<file path="config.mk">
export PLATFORM = sky130hd
export DESIGN_NAME = operand_load_sequencer
export DESIGN_NICKNAME = d
export VERILOG_FILES = /design/src/rtl/operand_load_sequencer.sv
export SDC_FILE = /design/constraint.sdc
export NUM_CORES = 1
export LEC_CHECK = 0
export ABC_AREA = 1
export CAP_MARGIN = 20
export CORE_UTILIZATION = 30
export CTS_CLUSTER_DIAMETER = 60
export CTS_CLUSTER_SIZE = 20
export DETAILED_ROUTE_END_ITERATION = 10
export GPL_TIMING_DRIVEN = 0
export PLACE_DENSITY_LB_ADDON = 0.1
export SLEW_MARGIN = 20
export SYNTH_ARGS = -nofsm -noshare
export SYNTH_HDL_FRONTEND = slang
export SYNTH_SLANG_ARGS = --single-unit
</file>
<file path="constraint.sdc">
create_clock -name clk -period 2.1 [get_ports clk]
set_clock_uncertainty 0.05 [all_clocks]
set_input_delay 0.21 -clock clk [delete_from_list [all_inputs] [get_ports clk]]
set_output_delay 0.21 -clock clk [all_outputs]
set_load 0.02 [all_outputs]
</file>
<file path="src/rtl/operand_load_sequencer.sv">
// Operand-load sequencer: collects NUM_OPERANDS words (one per inputdata_ready
// handshake) and strobes each into its register slot. It then enables the
// compute stage for COMPUTE_CYCLES cycles and holds done until ack.
// Optional feature macro: OPSEQ_TIMEOUT_EN (WAIT_DATA watchdog, error pulse).
// Outputs come from flops loaded with decodes of the next state, so they match
// a decode of the state register and have no input-to-output combinational path.
module operand_load_sequencer #(
  parameter int unsigned NUM_OPERANDS   = 4,
  parameter int unsigned COMPUTE_CYCLES = 3,
  parameter int unsigned CNT_W          = 4,
  parameter int unsigned TIMEOUT_CYCLES = 15
) (
  input  logic             clk,
  input  logic             reset,
  input  logic             start,
  input  logic             inputdata_ready,
  input  logic             ack,
  output logic             loaddata,
  output logic [CNT_W-1:0] load_index,
  output logic             compute_en,
  output logic             busy,
  output logic             done,
  output logic             error
);

  localparam logic [CNT_W-1:0] LAST_IDX = CNT_W'(NUM_OPERANDS - 1);
  localparam logic [CNT_W-1:0] LAST_CNT = CNT_W'(COMPUTE_CYCLES - 1);

  // Reject configurations whose compare values do not fit the counters.
  if (NUM_OPERANDS < 1 || NUM_OPERANDS > (1 << CNT_W) ||
      COMPUTE_CYCLES < 1 || COMPUTE_CYCLES > (1 << CNT_W) ||
      TIMEOUT_CYCLES < 1 || TIMEOUT_CYCLES > (1 << CNT_W)) begin : g_bad_cfg
    $error("operand_load_sequencer: parameter out of range");
  end

  typedef enum logic [2:0] {
    S_IDLE,
    S_WAIT_DATA,
    S_LOAD,
    S_COMPUTE,
    S_DONE
  } state_e;

  state_e           state_q, state_d;
  logic [CNT_W-1:0] idx_q, idx_d;
  logic [CNT_W-1:0] cnt_q, cnt_d;
  logic             err_d;

  logic             loaddata_q;
  logic [CNT_W-1:0] load_index_q;
  logic             compute_en_q;
  logic             busy_q;
  logic             done_q;
  logic             error_q;

`ifdef OPSEQ_TIMEOUT_EN
  localparam logic [CNT_W-1:0] TIMEOUT_LAST = CNT_W'(TIMEOUT_CYCLES - 1);
`endif

  // Next-state and counter update.
  always_comb begin
    state_d = state_q;
    idx_d   = idx_q;
    cnt_d   = cnt_q;
    err_d   = 1'b0;
    unique case (state_q)
      S_IDLE: begin
        if (start) begin
          state_d = S_WAIT_DATA;
          idx_d   = '0;
          cnt_d   = '0;
        end
      end
      S_WAIT_DATA: begin
        if (inputdata_ready) begin
          state_d = S_LOAD;
        end
`ifdef OPSEQ_TIMEOUT_EN
        else if (cnt_q == TIMEOUT_LAST) begin
          state_d = S_IDLE;
          err_d   = 1'b1;
        end else begin
          cnt_d = cnt_q + CNT_W'(1);
        end
`endif
      end
      S_LOAD: begin
        cnt_d = '0;
        if (idx_q == LAST_IDX) begin
          state_d = S_COMPUTE;
        end else begin
          state_d = S_WAIT_DATA;
          idx_d   = idx_q + CNT_W'(1);
        end
      end
      S_COMPUTE: begin
        if (cnt_q == LAST_CNT) begin
          state_d = S_DONE;
        end else begin
          cnt_d = cnt_q + CNT_W'(1);
        end
      end
      S_DONE: begin
        if (ack) begin
          state_d = S_IDLE;
        end
      end
      default: begin
        state_d = S_IDLE;
      end
    endcase
  end

  // State, counters and registered Moore outputs.
  always_ff @(posedge clk or posedge reset) begin
    if (reset) begin
      state_q      <= S_IDLE;
      idx_q        <= '0;
      cnt_q        <= '0;
      loaddata_q   <= 1'b0;
      load_index_q <= '0;
      compute_en_q <= 1'b0;
      busy_q       <= 1'b0;
      done_q       <= 1'b0;
      error_q      <= 1'b0;
    end else begin
      state_q      <= state_d;
      idx_q        <= idx_d;
      cnt_q        <= cnt_d;
      loaddata_q   <= (state_d == S_LOAD);
      load_index_q <= (state_d == S_LOAD) ? idx_d : '0;
      compute_en_q <= (state_d == S_COMPUTE);
      busy_q       <= (state_d != S_IDLE);
      done_q       <= (state_d == S_DONE);
      error_q      <= err_d;
    end
  end

  assign loaddata   = loaddata_q;
  assign load_index = load_index_q;
  assign compute_en = compute_en_q;
  assign busy       = busy_q;
  assign done       = done_q;
  assign error      = error_q;

endmodule

</file>
==> metrics.md, run 1 <==
| Metric | Value |
|---|---|
| Setup TNS | `0 ns` |
| Area delta synth->final | `20.6%` |
| DPL Wire Length | `about 1200 um` |
| Post-DRT Antenna Nets | `0` |
| Arrival time at the worst endpoint | `between 1 and 1.5 ns` |
| Crit path buf inv count | `1` |
| Die outline width | `56.7 um` |
| Largest net degree at the start of global routing | `20` |
| Port Buffers | `12` |
| Min cycle time layout | `roughly 1.5 ns` |
| Core area | `~2800 um^2` |
| Number of remaining DRC errors | `0` |
| RSZ-0062 raised after global routing | `no` |
| RePlAce Congestion | `slightly above 0.8` |
| Hold_ws | `approximately 0.27 ns` |
| Post-Layout Cell Count | `between 150 and 200` |
| Vias in the first global route | `650` |
| CP max-delay cell | `clkdlybuf4s50_1` |
| Crit. path cell count | `1` |
| First-pass GRT wire length | `~2800 um` |
| CTS tree | `built` |
| Status | `complete, no violations` |
| Worst setup SP type | `register` |
| Number of buffers created by CTS | `3` |
| Setup Crit Path Kind | `register to output pin` |
| Cts repair resizes | `0` |
| Max-slew violations | `0` |
| Multi-input gate area | `between 300 and 400 um^2` |
| Critical Path RT | `approximately 1.8 ns` |
| Worst-path maximum fanout | `1` |
| Ys Warns | `0` |
| Inst Count DP | `about 150` |
| # rows | `19` |
| Layout cells sized above 1 | `around 14%` |
| R2R cell count | `6` |
| Initial Util | `between 30% and 40%` |
| Sequential area share after synthesis | `approximately 53%` |
| Static Leak | `~0.55 nW` |
| Reg2reg setup slack | `slightly below 0.8 ns` |
| Storage element area | `~480 um^2` |
| CTS Sinks | `19` |
| Final period util | `around 71%` |
| Post-Route WL | `approximately 1600 um` |
| Final setup fails | `0` |
| Beginning of the critical path | `load_index[1]$_DFF_PP0_` |
| Setup bufs post-CTS | `0` |
| Area after DPL | `around 1100 um^2` |
| Pre-CTS setup slack | `about 0.62 ns` |
| Ports | `14` |
| Crit path cell chain | `clkdlybuf4s50_1` |
| Syn_nets | `112` |
| Routed via count | `675` |
| Peak supply drop | `~0.0005 V` |
| Post-CTS Hold Buffers | `0` |
| Pwr dens | `1100 nW/um^2` |
| Netlist Area Pre-Place | `between 800 and 900 um^2` |
| Max Freq | `0.669 GHz` |
| Pre-antenna DRT Iters | `4` |
| Final Total Pwr | `between 1 and 1.5 mW` |
| Die Area | `between 3000 and 4000 um^2` |
| Worst r2r src | `cnt_q[0]$_DFFE_PP0P_` |
| Routed vias/inst | `~4.5` |
| Fin worst setup slack | `between 0.6 and 0.7 ns` |
| Hold Vio Cnt, Final | `0` |
| Crit path max-delay family | `buffers and inverters` |
| Iter 0 DRT Violations | `19` |
| CTS Buffer Depth | `2` |
| Fillers | `just over 300` |
| Crit path capture type | `output pin` |
| Die Y | `roughly 57 um` |
| Post-Syn Instances | `approximately 100` |
| Number of antenna violations at the first check in global routing | `0` |
| Util after Layout | `roughly 39%` |
| Hold WC Path Type | `input port to asynchronous set/reset pin` |
| GRT Resource Usage Total | `approximately an eighth` |
| Design area | `between 1000 and 1500 um^2` |
| Yosys reg bits | `19` |
| Inserted Diodes | `0` |
| Syn avg cell area | `8.63 um^2` |
| Worst rel slew slack | `52.5%` |
| Clk pin slew, worst setup/hold paths | `0.10 ns` |
| Grt total ovfl | `0` |
| Worst skew pair latency | `a little under 0.3 ns` |
| # nets final | `approximately 130` |
| Routed wire per std cell | `roughly 11 um` |
| CTS Root Cell | `clkbuf_4` |
| Slowest stage delay, CP | `about 0.60 ns` |
| Least-Margin Pin Slew | `between 0.7 and 0.8 ns` |
| Max-Cap Viols | `0` |
| H-tree lvl count | `1` |
| Post-synthesis cell type count | `19` |
[layout make-up]
| cell class | count | area share [%] |
|---|---|---|
| Sequential cell | 19 | 43.9 |
| Timing Repair Buffer | 12 | 11.1 |
| Clock buffer | 4 | 2.43 |
| Inverter | 14 | 4.86 |
| Buffer | 1 | 0.694 |
| Multi-Input combinational cell | 70 | 33.4 |
| Tap cell | 31 | 3.58 |
[cells by family (layout without fill, tap and decap cells)]
group	count (synthesis)	count (layout)	share of synthesized area (%)
other	1	1	0.418
buffers and inverters	15	31	6.69
flip-flops	19	19	53.0
adder cells (fa/ha/maj)	3	3	4.18
XOR/XNOR	4	4	3.90
AND/OR/NAND/NOR	52	52	25.1
AO/OA/AOI/OAI	10	10	6.69
[path summary, 6_finish.rpt]
check,end
worst max-delay path,load_index[1]
worst min-delay path,loaddata$_DFF_PP0_
worst max register to register,busy$_DFF_PP0_
worst min register to register,cnt_q[3]$_DFFE_PP0P_
max in group asynchronous,busy$_DFF_PP0_
min in group clk,loaddata$_DFF_PP0_
[registers in the layout (all words and copies together) (netlist names)]
name and flops:
cnt_q 4, idx_q 4, load_index 4, state_q 3, busy 1, compute_en 1, done 1, loaddata 1
[cells in the final DEF, fill, tap and decap left out, drive strengths merged, types with 3 or more instances in the layout]
master         netlist  routed
a21oi                4       4
clkbuf               0       4
clkdlybuf4s50        0      12
dfrtp               19      19
ha                   3       3
inv                 14      14
nand2               32      32
nand3                5       5
nor2                12      12
o21ai                5       5
xor2                 4       4
[layer usage]
metal  vias to the layer above  global-route usage, %  share of wire, %
met4                         0                   4.64              0.98
li1                        350                      -                 -
met2                        14                   18.4                46
met1                       309                   14.3                47
met3                         2                   5.53               5.8
met5                         -                      0                 0
[cells in the mapped netlist, drive strengths merged]
| cell type | count | area (um^2) |
|---|---|---|
| nand2 | 32 | 130 |
| a21oi | 4 | 27.5 |
| ha | 3 | 37.5 |
| xor2 | 4 | 35.0 |
| nand4 | 1 | 6.26 |
| o21a | 1 | 7.51 |
| o21ai | 5 | 25.0 |
| nor3 | 1 | 5.00 |
| buf | 1 | 7.51 |
| nand3 | 5 | 25.0 |
| conb | 1 | 3.75 |
| inv | 14 | 52.6 |
| nor2 | 12 | 52.6 |
| dfrtp | 19 | 475 |
| or2 | 1 | 6.26 |
[report_power, final]
part	total [mW]	internal (mW)	switching, mW
clock	0.182	0.0740	0.108
combinational	0.482	0.180	0.302
sequential	0.524	0.453	0.0708
total	1.19	0.707	0.481
No activity file was read; power rests on OpenSTA's default activity.
==> inputs of run 2 (changes only) <==
- clock period: 2.1 -> 1.5 ns (I/O delays scaled with it)
==> results of run 2 <==
The final DEF is identical to that of run 1. Status: complete, no violations.
Among the figures that moved: setup slack after placement 0.624 ns -> 0.0837 ns; setup slack after layout 0.606 ns -> 0.0659 ns; hold slack 0.273 ns -> 0.213 ns; register-to-register setup slack 0.77 ns -> 0.17 ns; total power 1.19 mW -> 1.66 mW; worst IR drop on VDD 0.000488 V -> 0.000684 V
==> inputs of run 3 (changes only) <==
- CTS_BUF_LIST: not set -> sky130_fd_sc_hd__clkbuf_2
==> run 3 against run 2 <==
Utilization rose by 0.49 points. Total power fell by 2.8%. Global-route usage barely moved. Wire length rose by 0.18%. Combinational power fell by 1%. Cell area rose by 1.3%. Via count rose by 1.8%. Sequential cell count did not move. Highest routed layer unchanged.
==> metrics.md, run 3 (synthesis results as in run 1) <==
| Metric | Value |
|---|---|
| H-tree lvl count | `1 (unchanged)` |
| Most common cell after layout, fill and taps aside | `nand2_1` |
| Setup Crit Path Kind | `register to register` |
| Final setup fails | `0 (unchanged)` |
| R2R cell count | `6 (unchanged)` |
| Pre-antenna DRT Iters | `4 (unchanged)` |
| First-pass GRT wire length | `2800 um (-0.74%)` |
| Static Leak | `0.684 nW (+24%)` |
| Peak supply drop | `about 0.00065 V` |
| Slowest stage delay, CP | `0.43 ns (-0.17 ns)` |
| Die Area | `3210 um^2 (unchanged)` |
| Inserted Diodes | `0 (unchanged)` |
| Arrival time at the worst endpoint | `1.49 ns (+0.26 ns)` |
| Ports | `14 (unchanged)` |
| Commonest cells after routing, fill and taps aside | `28 x nand2_1, 19 x dfrtp_1, 10 x inv_1` |
| Setup TNS | `0 ns (unchanged)` |
| Worst rel slew slack | `52.7% (+0.18 points)` |
| Max-Cap Viols | `0 (unchanged)` |
| Routed vias/inst | `4.55 (+1.8%)` |
| Met3 Use GR | `5.53% (unchanged)` |
| Worst setup SP type | `register` |
| # nets final | `129 (unchanged)` |
| Final Total Pwr | `about 1.6 mW` |
| Routed via count | `687 (+1.8%)` |
| CTS Root Cell | `clkbuf_2` |
| Worst skew pair latency | `0.30 ns (about the same)` |
| CP dominant cell by count | `nor2_1` |
| Pwr dens | `between 1000 and 1500 nW/um^2` |
| Post-DRT Antenna Nets | `0 (unchanged)` |
| Critical Path RT | `about 1.6 ns` |
| Number of remaining DRC errors | `0 (unchanged)` |
| Core area | `2810 um^2 (unchanged)` |
| Number of antenna violations at the first check in global routing | `0 (unchanged)` |
| GRT Resource Usage Total | `11.8% (-0.049 points)` |
| Clk pin slew, worst setup/hold paths | `0.17 ns (+0.07 ns)` |
| Grt total ovfl | `0 (unchanged)` |
| Vias in the first global route | `644 (-0.92%)` |
| Final period util | `between 80% and 90%` |
| Post-CTS Hold Buffers | `0 (unchanged)` |
| Hold_ws | `about 0.19 ns` |
| Routed wire per std cell | `10.8 um (+0.18%)` |
| Met2 Resource Use GR | `18.4% (unchanged)` |
| Largest net degree at the start of global routing | `20 (unchanged)` |
| Crit path cell chain | `inv_1 -> ha_1 -> nand2_1 -> nor2_1 -> nor2_1 -> nand4_1` |
| Hold WC Path Type | `input port to asynchronous set/reset pin` |
| Worst-path maximum fanout | `4 (+3)` |
| Min cycle time layout | `approximately 1.3 ns` |
| Post-Route WL | `1630 um (+0.18%)` |
| # rows | `19 (unchanged)` |
| CTS Buffer Depth | `2 (unchanged)` |
| Hold Vio Cnt, Final | `0 (unchanged)` |
| DPL Wire Length | `1240 um (unchanged)` |
| RSZ-0062 raised after global routing | `no` |
| Area delta synth->final | `22.2%` |
| Status | `complete, no violations` |
| Number of buffers created by CTS | `3 (unchanged)` |
| Port Buffers | `12 (unchanged)` |
| RePlAce Congestion | `0.821 (unchanged)` |
| CP max-delay cell | `dfrtp_1` |
| CTS Sinks | `19 (unchanged)` |
| Max-slew violations | `0 (unchanged)` |
| Initial Util | `32.0% (unchanged)` |
| Die Y | `56.7 um (unchanged)` |
| Die outline width | `56.7 um (unchanged)` |
| Iter 0 DRT Violations | `20 (+1)` |
| Grt peak-use layer | `met2` |
| Crit path capture type | `register` |
| GR Util met1 | `14.1% (-0.15 points)` |
| CTS tree | `built` |
| Layout cells sized above 1 | `15.0% (+0.83 points)` |
| Least-Margin Pin Slew | `0.709 ns (-0.00270 ns)` |
| Max Freq | `about 0.74 GHz` |
==> run 3: worst max-delay path: cells and delay by family (launching register included) <==
kind	cells	cell delay, ns
simple gates	4	0.50
flops	1	0.43
fa+ha+maj	1	0.19
buf+inv	1	0.07
==> run 3: power breakdown <==
group          total (mW)  internal (mW)  switching, mW
Combinational       0.665          0.242          0.423
Sequential          0.730          0.634         0.0968
Clock               0.221         0.0706          0.150
Total                1.62          0.946          0.670
==> run 3: timing repair <==
action | in CTS | in global routing
endpoints found under the setup margin | 0 | 8
setup buffers | 0 | 0
gates resized for setup | 0 | 8
==> run 3: per-layer routing <==
metal,up-vias,part of all wire (%)
li1,350,-
met1,323,48
met4,0,1.0
met5,-,0
met2,12,46
met3,2,5.5
==> run 3: final cells by class <==
| cell class | instances | area (um^2) |
|---|---|---|
| fill | 303 | 1710 |
| inverter | 14 | 52.6 |
| timing repair buffer | 12 | 140 |
| multi-input combinational | 70 | 362 |
| tap | 31 | 38.8 |
| buffer | 1 | 7.51 |
| clock buffer | 4 | 20.0 |
| sequential | 19 | 475 |
==> run 3: path summary, 6_finish.rpt <==
| path | start | end | slack (ns) |
|---|---|---|---|
| worst max register to register | cnt_q[0]$_DFFE_PP0P_ | busy$_DFF_PP0_ | 0.15 |
| max in group asynchronous | reset | idx_q[2]$_DFF_PP0_ | 0.77 |
| worst min-delay path | reset | compute_en$_DFF_PP0_ | 0.19 |
| min in group clk | inputdata_ready | loaddata$_DFF_PP0_ | 0.37 |
| worst min register to register | cnt_q[3]$_DFFE_PP0P_ | cnt_q[3]$_DFFE_PP0P_ | 0.52 |
| worst max-delay path | cnt_q[0]$_DFFE_PP0P_ | busy$_DFF_PP0_ | 0.15 |
==> run 3: stage by stage <==
step / area (um^2) / utilization (%) / setup WS [ns] / std cells
global route: 1100 / 39.1 / 0.0221 / 151
finish: 1100 / 39.1 / 0.152 / 151
global placement: 1060 / 37.6 / 0.101 / 147
detailed placement: 1060 / 37.6 / 0.0837 / 147
floorplan: 897 / - / 0.319 / 104
CTS: 1080 / 38.4 / 0.0116 / 151
